$ cat src/rtl/uv_spi_rxq_ctrl.sv
// SPI RX queue controller: shifter enqueue, drop accounting, bus reads, irq.
// Optional idle timeout interrupt: define UV_SPI_RXQ_CTRL_TIMEOUT_EN.
module uv_spi_rxq_ctrl #(
    parameter int QUE_AW = 3,
    parameter int QUE_DW = 32,
    parameter int TMO_W  = 8
) (
    input  logic              clk,
    input  logic              rst,
    input  logic              rx_vld,
    input  logic [QUE_DW-1:0] rx_dat,
    output logic              q_enq_vld,
    output logic [QUE_DW-1:0] q_enq_dat,
    input  logic              q_enq_rdy,
    output logic              q_deq_vld,
    input  logic              q_deq_rdy,
    input  logic [QUE_DW-1:0] q_deq_dat,
    output logic              q_clr,
    input  logic [QUE_AW:0]   q_len,
    input  logic              rd_req,
    output logic              rd_ack,
    output logic [QUE_DW-1:0] rd_dat,
    output logic              rd_err,
    input  logic              cfg_en,
    input  logic [QUE_AW:0]   cfg_wm,
    input  logic [TMO_W-1:0]  cfg_tmo,
    input  logic              cmd_clr,
    input  logic              ovf_clr,
    output logic              ovf,
    output logic [7:0]        drop_cnt,
    output logic              irq
);

    typedef enum logic [1:0] {
        IDLE = 2'd0,
        RESP = 2'd1,
        CLR  = 2'd2
    } state_t;

    state_t state;
    state_t state_nxt;
    logic   clr_pend;
    logic   rd_take;
    logic   drop;
    logic   wm_hit;
    logic   tmo_flag;

    assign q_enq_vld = rx_vld & cfg_en & (state != CLR);
    assign q_enq_dat = rx_dat;
    assign drop      = rx_vld & cfg_en & (~q_enq_rdy | (state == CLR));
    assign rd_ack    = (state == RESP);
    assign q_clr     = (state == CLR);
    assign wm_hit    = (cfg_wm != '0) && (q_len >= cfg_wm);

    // state register
    always_ff @(posedge clk or posedge rst) begin
        if (rst) state <= IDLE;
        else     state <= state_nxt;
    end

    // next state, pop strobe; a flush always wins over a read
    always_comb begin
        state_nxt = state;
        q_deq_vld = 1'b0;
        rd_take   = 1'b0;
        unique case (state)
            IDLE: begin
                if (cmd_clr | clr_pend) begin
                    state_nxt = CLR;
                end else if (rd_req) begin
                    rd_take   = 1'b1;
                    q_deq_vld = q_deq_rdy;
                    state_nxt = RESP;
                end
            end
            RESP:    state_nxt = IDLE;
            CLR:     state_nxt = IDLE;
            default: state_nxt = IDLE;
        endcase
    end

    // remember a flush requested while a response is in flight
    always_ff @(posedge clk or posedge rst) begin
        if (rst)                           clr_pend <= 1'b0;
        else if (state == RESP && cmd_clr) clr_pend <= 1'b1;
        else if (state == IDLE)            clr_pend <= 1'b0;
    end

    // capture read data, or flag an empty-queue read
    always_ff @(posedge clk or posedge rst) begin
        if (rst) begin
            rd_dat <= '0;
            rd_err <= 1'b0;
        end else if (rd_take) begin
            rd_dat <= q_deq_rdy ? q_deq_dat : '0;
            rd_err <= ~q_deq_rdy;
        end
    end

    // sticky overflow and saturating drop counter; a drop beats a clear
    always_ff @(posedge clk or posedge rst) begin
        if (rst) begin
            ovf      <= 1'b0;
            drop_cnt <= '0;
        end else if (drop) begin
            ovf <= 1'b1;
            if (ovf_clr)                drop_cnt <= 8'd1;
            else if (drop_cnt != 8'hFF) drop_cnt <= drop_cnt + 8'd1;
        end else if (ovf_clr) begin
            ovf      <= 1'b0;
            drop_cnt <= '0;
        end
    end

`ifdef UV_SPI_RXQ_CTRL_TIMEOUT_EN
    logic [TMO_W-1:0] tmo_cnt;
    logic             tmo_rst;

    assign tmo_rst = rx_vld | q_deq_vld | q_clr | ~q_deq_rdy;

    // idle counter runs while data sits unread in the queue
    always_ff @(posedge clk or posedge rst) begin
        if (rst)          tmo_cnt <= '0;
        else if (tmo_rst) tmo_cnt <= '0;
        else if (cfg_tmo != '0 && !tmo_flag)
            tmo_cnt <= tmo_cnt + 1'b1;
    end

    // timeout flag holds until the queue is popped or flushed
    always_ff @(posedge clk or posedge rst) begin
        if (rst)                    tmo_flag <= 1'b0;
        else if (q_deq_vld | q_clr) tmo_flag <= 1'b0;
        else if (cfg_tmo != '0 && tmo_cnt == cfg_tmo)
            tmo_flag <= 1'b1;
    end
`else
    logic tmo_unused;

    assign tmo_flag   = 1'b0;
    assign tmo_unused = ^cfg_tmo;
`endif

    // registered interrupt, one cycle behind its sources
    always_ff @(posedge clk or posedge rst) begin
        if (rst) irq <= 1'b0;
        else     irq <= wm_hit | ovf | tmo_flag;
    end

endmodule

$ cat config.mk
export PLATFORM = sky130hd
export DESIGN_NAME = uv_spi_rxq_ctrl
export DESIGN_NICKNAME = d
export VERILOG_FILES = /design/src/rtl/uv_spi_rxq_ctrl.sv
export SDC_FILE = /design/constraint.sdc
export NUM_CORES = 1
export LEC_CHECK = 0
export BUFFER_PORTS_ARGS = -buffer_cell sky130_fd_sc_hd__buf_2
export CAP_MARGIN = 5
export CORE_UTILIZATION = 38
export CTS_CLUSTER_SIZE = 12
export DETAILED_ROUTE_END_ITERATION = 7
export GPL_TIMING_DRIVEN = 0
export PLACE_DENSITY_LB_ADDON = 0.3
export SKIP_LAST_GASP = 1
export SYNTH_ARGS = -nofsm -noshare
export SYNTH_HDL_FRONTEND = slang
export SYNTH_SLANG_ARGS = --single-unit
$ cat constraint.sdc
create_clock -name clk -period 2.1 [get_ports clk]
set_input_delay 0.105 -clock clk [delete_from_list [all_inputs] [get_ports clk]]
set_output_delay 0.105 -clock clk [all_outputs]
set_load 0.01 [all_outputs]
==> metrics.md, run 1 <==
| Metric | Value |
|---|---|
| Internal power | 1.90 mW |
| CP Capture Type | flop |
| Wire per inst | ~11 um |
| TNS Setup | 0 ns |
| Worst-margin pin slew | just under 0.5 ns |
| Largest net degree at the start of global routing | 41 |
| Psw | 1.09 mW |
| PwrDens | roughly 950 nW/um^2 |
| Fraction of power spent switching nets | between 30% and 40% |
| Fin crit period | between 1.5 and 2 ns |
| Critical Path RT | 2.28 ns |
| GPL Wtd Cong | ~0.79 |
| Die area | roughly 6400 um^2 |
| Max-slew violations | 0 |
| Max Cap Viol | 0 |
| Fraction of registers with async set/reset | between 90% and 100% |
| Initial DRC count | between 50 and 60 |
| Layout cell share with drive strength beyond 1 | between 40 and 50% |
| Worst R2R Start | drop_cnt[0]$_DFFE_PP0P_ |
| Dominant cell type by area after synthesis | dfrtp_1 |
| Row count | 28 |
| Starting Density | about two fifths |
| Vias in the first global route | approximately 1.8k |
| Mean Syn Cell Area | 8.97 um^2 |
| Leading cell types by count after synthesis | nand2_1 (67), dfrtp_1 (46), nand3_1 (36), buf_4 (33), nor2_1 (12) |
| CP Launch Type | flop |
| Final ANT Viol Nets | 0 |
| Hpwl dp | approximately 4000 um |
| Drt drc | 0 |
| Most common flop cell mapped by yosys | dfrtp_1 |
| # resized after CTS | 0 |
| Comb power frac | 37.0% |
| Chip height | 79.9 um |
| Sequential share of power | a little under half |
| Period utilisation layout | around nine tenths |
| Slew HR | roughly 67% |
| Fin nets | roughly 490 |
| Largest fanout on the critical path | 6 |
| Worst R2R Path Depth | 5 |
| Crit path DAT | a little over 2 ns |
| Tightest Hold Check Type | in -> reg |
| Most common cell in the netlist | nand2_1 |
| CTS tree | done |
| Status | finished, final reports clean |
| EDFF count, synth | 0 |
| Setup Skew | around 0.0054 ns |
| Setup slack, reg-to-reg | approximately 0.24 ns |
| Router iterations before antenna repair | 6 |
| Seq/Total Area, Yosys | roughly half |
| Clock Pin Slew Worst Setup and Hold Paths | ~0.08 ns |
| Fmax | about 0.54 GHz |
| VDD IR max | between 500 and 600 uV |
| Proportion of power drawn by the clock network | ~17% |
| Final Non-Filler Cells | about 470 |
| Drt total wl | roughly 5000 um |
| Vias | approximately 2.1k |
| Critical path type | reg -> reg |
| WHS Path Cells | 3 |
| Hold_sp | q_deq_dat[12] |
| Syn Nets | 351 |
| IO Count | about 170 |
| Antenna violations before repair | 0 |
| Clock Latency Late Sink | ~0.29 ns |
| Ant diodes | 0 |
| Warnings from Yosys | 0 |
| H-tree Lvls | 2 |
| Leak | between 1.5 and 2 nW |
| Count of cell types in the netlist | 34 |
| Gate count of the mapped netlist | between 200 and 300 |
| Final hold violation count | 0 |
| Congestion Overflow GR | 0 |
| TritonCTS Sinks | 46 |
| Area contributors post-synth | dfrtp_1 (50%), nand2_1 (11%), buf_4 (11%) |
| Core ar. | roughly 5900 um^2 |
| Unrepaired setup endpoints after global routing | no |
| CTS buffer count | 5 |
| Buffer depth of the longest clock path | 2 |
| Post-CTS setup buffer count | 0 |
| Clock root cell | clkbuf_8 |
| Vias per cell | ~4.5 |
| Syn-to-layout area delta | 35.9% |
| Synthesized cell area | 2310 um^2 |
| Number of placed cells counting well taps | ~460 |
| Setup-failing EPs final | 0 |
| Synth top area share | roughly half |
| Number of synthesized register bits | 46 |
| Chip width | 79.9 um |
| Total global-route track usage | between 10% and 20% |
| First-pass GRT wire length | about 8000 um |
| Crit. Startpoint | drop_cnt[0]$_DFFE_PP0P_ |
| IO Port Bufs | about 130 |
registers in the layout, indices dropped and copies added (netlist names):
name and cells:
drop_cnt 8, state 2, irq 1, rd_err 1, ovf 1, rd_dat 32, clr_pend 1
critical path: stages (launching register included):
cell and delay (ns):
dfrtp_1 0.44, ha_1 0.26, and3_1 0.23, a221oi_4 0.34, nand4_1 0.15, mux2_1 0.33
power groups by stage:
stage          clock network [mW]  logic [mW]  registers, mW
6_report                    0.502        1.10           1.38
5_1_grt                     0.568        1.25           1.42
4_1_cts                     0.527        1.13           1.38
3_5_place_dp                    0        1.13           1.39
3_3_place_gp                    0        1.09           1.39
2_1_floorplan                   0       0.478           1.53
final cells by class:
| type | count | area [um^2] |
|---|---|---|
| inverter | 11 | 41.3 |
| clock buffer | 5 | 68.8 |
| buffer | 43 | 289 |
| sequential | 46 | 1150 |
| tap | 75 | 93.8 |
| clock inverter | 2 | 10.0 |
| timing repair buffer | 127 | 656 |
| fill | 584 | 2750 |
| multi-input combinational | 157 | 825 |
metrics by stage:
stage	setup slack (ns)	hold WS (ns)	cell area [um^2]	util (%)	power [mW]
6_report	0.239	0.0308	3130	53.3	2.99
5_1_grt	0.138	0.0200	3130	53.3	3.24
4_1_cts	0.228	0.0198	3130	53.3	3.04
3_5_place_dp	0.240	0.0167	3050	51.7	2.52
3_3_place_gp	0.249	0.332	3030	51.4	2.49
2_1_floorplan	0.336	0.250	2310	-	2.01
kinds of logic (layout without fill, tap and decap cells):
| group | after synthesis | after routing | share of synthesized area (%) |
|---|---|---|---|
| simple gates | 129 | 129 | 25.2 |
| flops | 46 | 46 | 49.9 |
| mux | 2 | 2 | 0.922 |
| compound gates | 21 | 21 | 6.89 |
| buf+inv | 54 | 188 | 14.3 |
| fa+ha+maj | 5 | 5 | 2.71 |
worst paths after layout:
kind / endpoint
worst min-delay path: rd_dat[12]$_DFFE_PP0P_
worst max-delay path: drop_cnt[3]$_DFFE_PP0P_
worst min register to register: rd_dat[7]$_DFFE_PP0P_
min in group asynchronous: drop_cnt[2]$_DFFE_PP0P_
max in group asynchronous: rd_dat[2]$_DFFE_PP0P_
worst max register to register: drop_cnt[3]$_DFFE_PP0P_
placed cells by master, fill, tap and decap left out, types with 2 or more instances in the layout:
cell type	count
a21oi_1	7
buf_4	33
nand4_1	2
inv_1	9
nor3_1	2
clkinv_2	2
and3_1	2
nand3_1	36
clkbuf_1	7
dfrtp_1	46
a21o_1	2
nor2_1	12
nand2_1	67
ha_1	5
a211oi_1	2
o21ai_0	3
clkbuf_8	5
buf_2	128
metal layers:
layer	global-route usage (%)	vias to the layer above	share of wire, %
met2	27.4	85	47
met4	4.29	0	0.87
met5	0	-	0
li1	-	1078	-
met1	20.4	946	44
met3	6.17	6	8.3
repair_timing:
item,in CTS,in global routing
hold buffers,1,0
setup endpoints to repair,0,0
hold endpoints to repair,46,0
(Power assumes the default switching activity.)
==> run 2: changes to the inputs <==
- CORE_ASPECT_RATIO: unset -> 0.8
==> metrics.md, run 2 (same netlist as run 1, synthesis figures left out) <==
| Metric | Value |
|---|---|
| Worst R2R Start | drop_cnt[0]$_DFFE_PP0P_ |
| Leak | 1.86 nW (+0.41%) |
| Worst-margin pin slew | 0.512 ns (+0.0259 ns) |
| Max-slew violations | 0 (unchanged) |
| Largest net degree at the start of global routing | 26 (-37%) |
| CP Launch Type | flop |
| Router iterations before antenna repair | 4 (-2) |
| Setup Skew | 0.00753 ns (+0.00215 ns) |
| TNS Setup | 0 ns (unchanged) |
| TritonCTS Sinks | 46 (unchanged) |
| WL met2 | 2640 um (+11%) |
| Routed metal-1 wire length | 2230 um (-0.18%) |
| CP delay by family, top | flip-flops |
| Status | finished, final reports clean |
| Number of flip-flops in the largest register | 32 (unchanged) |
| PwrDens | 988 nW/um^2 (+3.7%) |
| Most flops, register | rd_dat |
| CP Capture Type | flop |
| Crit path depth | 5 (unchanged) |
| Setup slack, reg-to-reg | 0.24 ns (about the same) |
| Sequential share of power | 43.9% (-2.3 points) |
| Final hold slack | 0.0299 ns (-0.000940 ns) |
| Largest fanout on the critical path | 6 (unchanged) |
| Initial DRC count | 94 (+68%) |
| Max Cap Viol | 0 (unchanged) |
| Critical path type | reg -> reg |
| Wire per inst | 11.2 um (+3.1%) |
| Crit path DAT | 2.04 ns (about the same) |
| Setup-failing EPs final | 0 (unchanged) |
| CTS buffer count | 5 (unchanged) |
| Crit-path cells | ha_1, and3_1, a221oi_4, nand4_1, mux2_1 |
| Core ar. | 5650 um^2 (-4.1%) |
| Vias per cell | 4.53 (-0.24%) |
| Die area | 6390 um^2 (about the same) |
| Ant diodes | 0 (unchanged) |
| H-tree Lvls | 2 (unchanged) |
| Psw | 1.10 mW (+1.4%) |
| Worst path max stage delay | 0.45 ns (about the same) |
| Syn-to-layout area delta | 37.4% |
| Congestion Overflow GR | 0 (unchanged) |
| Total global-route track usage | 17.0% (+0.39 points) |
| Reg2Reg Capture Point | drop_cnt[3]$_DFFE_PP0P_ |
| Drt drc | 0 (unchanged) |
| Tightest Hold Check Type | in -> reg |
| Clock root cell | clkbuf_8 |
| Critical Path RT | 2.28 ns (about the same) |
| WHS Path Cells | 3 (unchanged) |
| Biggest regs | rd_dat: 32 flops, drop_cnt: 8 flops, state: 2 flops |
| Slew HR | 65.0% (-1.8 points) |
| Met3 WL | 381 um (-9.3%) |
| IO Count | 168 (unchanged) |
| Drt total wl | 5290 um (+4.0%) |
| Clock Latency Late Sink | 0.29 ns (about the same) |
| Chip width | 89.1 um (+12%) |
| Period utilisation layout | 88.5% (-0.11 points) |
| Clock Pin Slew Worst Setup and Hold Paths | 0.09 ns (about the same) |
| Fin nets | 485 (unchanged) |
| Hold_sp | q_deq_dat[2] |
| GPL Wtd Cong | 0.807 (+2.6%) |
| Proportion of power drawn by the clock network | 20.7% (+3.9 points) |
| Post-CTS setup buffer count | 0 (unchanged) |
| Starting Density | 40.8% (+1.7 points) |
| Final hold violation count | 0 (unchanged) |
| First-pass GRT wire length | 8450 um (+2.8%) |
| Buffer depth of the longest clock path | 2 (unchanged) |
| VDD IR max | 543 uV (-6.8%) |
| Most frequent cells in the layout | buf_2 (128), nand2_1 (67), dfrtp_1 (46) |
| CTS tree | done |
| Buf/Inv on CP | 0 (unchanged) |
| Antenna violations before repair | 0 (unchanged) |
| Comb power frac | 35.4% (-1.6 points) |
| Hpwl dp | 4140 um (+5.3%) |
| Fraction of power spent switching nets | 35.2% (-1.2 points) |
| Row count | 24 (-14%) |
| Unrepaired setup endpoints after global routing | no |
| Worst path slowest cell | dfrtp_1 |
| Fmax | 0.538 GHz (+0.13%) |
| Top Layer Used | met4 |
| Core Util, Final | 56.1% (+2.9 points) |
| Layout cell share with drive strength beyond 1 | 44.9% (-0.11 points) |
| Internal power | 2.03 mW (+6.9%) |
| Vias | 2128 (+0.61%) |
| IO Port Bufs | 125 (unchanged) |
| Vias in the first global route | 1997 (+9.5%) |
| Fin crit period | 1.86 ns (-0.00238 ns) |
| Final ANT Viol Nets | 0 (unchanged) |
| Chip height | 71.7 um (-10%) |
| Hold Path Sink | rd_dat[2]$_DFFE_PP0P_ |
| Worst R2R Path Depth | 5 (unchanged) |
| Most common cell after layout, fill and taps aside | buf_2 |
## run 2: power by group through the flow
stage | Combinational (mW) | Sequential, mW | Clock, mW
4_1_cts | 1.13 | 1.38 | 0.673
6_report | 1.11 | 1.38 | 0.649
3_5_place_dp | 1.14 | 1.39 | 0
3_3_place_gp | 1.10 | 1.39 | 0
5_1_grt | 1.26 | 1.42 | 0.705
2_1_floorplan | 0.478 | 1.53 | 0
## run 2: worst max path at each step
stage | start | to
2_1_floorplan | drop_cnt[0]$_DFFE_PP0P_ | drop_cnt[3]$_DFFE_PP0P_
6_report | drop_cnt[0]$_DFFE_PP0P_ | drop_cnt[3]$_DFFE_PP0P_
3_5_place_dp | drop_cnt[0]$_DFFE_PP0P_ | drop_cnt[3]$_DFFE_PP0P_
5_1_grt | drop_cnt[0]$_DFFE_PP0P_ | drop_cnt[3]$_DFFE_PP0P_
4_1_cts | drop_cnt[0]$_DFFE_PP0P_ | drop_cnt[3]$_DFFE_PP0P_
3_3_place_gp | drop_cnt[0]$_DFFE_PP0P_ | drop_cnt[3]$_DFFE_PP0P_
## run 2: what timing repair did
action	CTS	global route
gates resized for setup	0	0
endpoints found under the hold margin	21	0
hold buffers	1	0
## run 2: through the flow
| stage | area (um^2) | power, mW | std cells | worst slack (ns) |
|---|---|---|---|---|
| final | 3170 | 3.13 | 470 | 0.242 |
| after global routing | 3170 | 3.38 | 470 | 0.141 |
| after CTS | 3170 | 3.19 | 470 | 0.233 |
| after detailed placement | 3050 | 2.53 | 461 | 0.240 |
| after global placement | 3030 | 2.49 | 460 | 0.258 |
| after floorplan | 2310 | 2.01 | 257 | 0.336 |
## run 2: final cells by class
cell class | instances | area, um^2
Inverter | 11 | 41.3
Buffer | 43 | 289
Timing Repair Buffer | 127 | 656
Tap cell | 78 | 97.6
Fill cell | 535 | 2480
Multi-Input combinational cell | 157 | 825
Clock inverter | 2 | 37.5
Clock buffer | 6 | 72.6
Sequential cell | 46 | 1150
## run 2: worst reg2reg max path, cell delays in order, from the launching register on
cell	delay [ns]
dfrtp_1	0.45
ha_1	0.27
and3_1	0.23
a221oi_4	0.34
nand4_1	0.15
mux2_1	0.32
## run 2: per-layer routing
| layer | up-vias | global-route usage (%) |
|---|---|---|
| li1 | 1083 | - |
| met1 | 965 | 20.1 |
| met2 | 76 | 29.9 |
| met3 | 4 | 5.18 |
| met4 | 0 | 4.41 |
| met5 | - | 0 |
==> run 3: changes to the inputs <==
- RECOVER_POWER: unset -> 50
==> metrics.md, run 3 (same netlist as run 1, synthesis figures left out) <==
| Metric | Value |
|---|---|
| Hold Path Sink | rd_dat[2]$_DFFE_PP0P_ |
| TritonCTS Sinks | 46 (unchanged) |
| TNS Setup | 0 ns (unchanged) |
| Final ANT Viol Nets | 0 (unchanged) |
| Status | finished, final reports clean |
| Number of flip-flops in the largest register | 32 (unchanged) |
| Ant diodes | 0 (unchanged) |
| Most common cell after layout, fill and taps aside | buf_2 |
| Unrepaired setup endpoints after global routing | no |
| Final Total Pwr | 3.09 mW (-1.3%) |
| Router iterations before antenna repair | 4 (unchanged) |
| Row count | 24 (unchanged) |
| Setup Skew | 0.00644 ns (-0.00108 ns) |
| Clock Latency Late Sink | 0.29 ns (about the same) |
| Crit. Startpoint | drop_cnt[0]$_DFFE_PP0P_ |
| Setup-failing EPs final | 0 (unchanged) |
| CTS tree | done |
| Vias | 2126 (-0.094%) |
| IO Port Bufs | 125 (unchanged) |
| Buffer depth of the longest clock path | 2 (unchanged) |
| Biggest regs | rd_dat: 32 flops, drop_cnt: 8 flops, state: 2 flops |
| Crit path depth | 5 (unchanged) |
| Drt total wl | 5280 um (about the same) |
| Chip height | 71.7 um (unchanged) |
| Final hold slack | 0.0311 ns (+0.00122 ns) |
| Worst path slowest cell | dfrtp_1 |
| GPL Wtd Cong | 0.807 (unchanged) |
| Syn-to-layout area delta | 34.2% |
| Worst R2R Start | drop_cnt[0]$_DFFE_PP0P_ |
| Vias per cell | 4.52 (about the same) |
| Hold_sp | q_deq_dat[2] |
| CP Launch Type | flop |
| Tightest Hold Check Type | in -> reg |
| # resized after CTS | 0 (unchanged) |
| Worst R2R Path Depth | 5 (unchanged) |
| Setup slack, reg-to-reg | 0.24 ns (about the same) |
| Antenna violations before repair | 0 (unchanged) |
| CP delay by family, top | flip-flops |
| H-tree Lvls | 2 (unchanged) |
| Core ar. | 5650 um^2 (unchanged) |
| Vias in the first global route | 1997 (unchanged) |
| VDD IR max | 531 uV (-2.1%) |
| Total global-route track usage | 17.0% (unchanged) |
| Most flops, register | rd_dat |
| Worst-margin pin slew | 0.836 ns (+0.324 ns) |
| Most frequent cells in the layout | buf_2 (81), nand2_1 (67), clkbuf_1 (55) |
| Slew HR | 44.2% (-21 points) |
| WHS Path Cells | 3 (unchanged) |
| Crit-path cells | ha_1, and3_1, a221oi_4, nand4_1, mux2_1 |
| PwrDens | 998 nW/um^2 (+1.0%) |
| Worst path max stage delay | 0.45 ns (about the same) |
| Max-slew violations | 0 (unchanged) |
| Initial DRC count | 84 (-11%) |
| Layout cell share with drive strength beyond 1 | 32.7% (-12 points) |
| Fin nets | 485 (unchanged) |
| Final hold violation count | 0 (unchanged) |
| Chip width | 89.1 um (unchanged) |
| Core Util, Final | 54.8% (-1.3 points) |
| Largest fanout on the critical path | 6 (unchanged) |
| Hpwl dp | 4140 um (unchanged) |
| Clock root cell | clkbuf_8 |
| Wire per inst | 11.2 um (about the same) |
| Largest net degree at the start of global routing | 26 (unchanged) |
| CTS buffer count | 5 (unchanged) |
| Critical Path RT | 2.28 ns (about the same) |
| Period utilisation layout | 88.5% (about the same) |
| Buf/Inv on CP | 0 (unchanged) |
| Die area | 6390 um^2 (unchanged) |
| Crit path DAT | 2.04 ns (about the same) |
| Reg2Reg Capture Point | drop_cnt[3]$_DFFE_PP0P_ |
| Drt drc | 0 (unchanged) |
| Leak | 1.72 nW (-7.8%) |
| Fmax | 0.538 GHz (about the same) |
| Critical path type | reg -> reg |
| Max Cap Viol | 0 (unchanged) |
| Starting Density | 40.8% (unchanged) |
| Clock Pin Slew Worst Setup and Hold Paths | 0.09 ns (about the same) |
| Fin crit period | 1.86 ns (+0.000233 ns) |
| First-pass GRT wire length | 8450 um (unchanged) |
| Congestion Overflow GR | 0 (unchanged) |
| IO Count | 168 (unchanged) |
| CP Capture Type | flop |
-- run 3: cell types whose count changed in the layout (fill, tap and decap cells not counted), sizes merged --
cell    before  now
clkbuf      13   61
buf        162  114
-- run 3: power breakdown --
part | internal [mW] | switching [mW]
logic | 0.429 | 0.633
clock network | 0.355 | 0.293
registers | 1.20 | 0.178
total | 1.99 | 1.10
-- run 3: layout make-up --
class | count | area, um^2
Multi-Input combinational cell | 157 | 825
Buffer | 43 | 289
Clock buffer | 6 | 72.6
Sequential cell | 46 | 1150
Inverter | 11 | 41.3
Timing Repair Buffer | 127 | 582
Clock inverter | 2 | 37.5
Tap cell | 78 | 97.6
Fill cell | 562 | 2550
-- run 3: worst max path at each step --
stage	endpoint	slack [ns]
3_3_place_gp	drop_cnt[3]$_DFFE_PP0P_	0.26
6_report	drop_cnt[3]$_DFFE_PP0P_	0.24
5_1_grt	drop_cnt[3]$_DFFE_PP0P_	0.14
2_1_floorplan	drop_cnt[3]$_DFFE_PP0P_	0.34
3_5_place_dp	drop_cnt[3]$_DFFE_PP0P_	0.24
4_1_cts	drop_cnt[3]$_DFFE_PP0P_	0.23
-- run 3: routing by layer --
metal / global-route usage (%) / wire length [um] / vias to the layer above
li1: - / - / 1082
met1: 20.1 / 2230 / 966
met2: 29.9 / 2630 / 74
met3: 5.18 / 383 / 4
met4: 4.41 / 34 / 0
met5: 0 / 0 / -
-- run 3: worst reg2reg max path: stages, from the launching register on --
cell	delay, ns
dfrtp_1	0.45
ha_1	0.27
and3_1	0.23
a221oi_4	0.34
nand4_1	0.15
mux2_1	0.32
-- run 3: what timing repair did --
action	4_1_cts	5_1_grt
hold buffers	1	0
setup buffers	0	0
hold endpoints to repair	21	0
-- run 3: through the flow --
step	instances	cell area [um^2]	worst slack (ns)
after floorplan	257	2310	0.336
after global placement	460	3030	0.258
after detailed placement	461	3050	0.240
after CTS	470	3170	0.233
after global routing	470	3100	0.141
final	470	3100	0.241
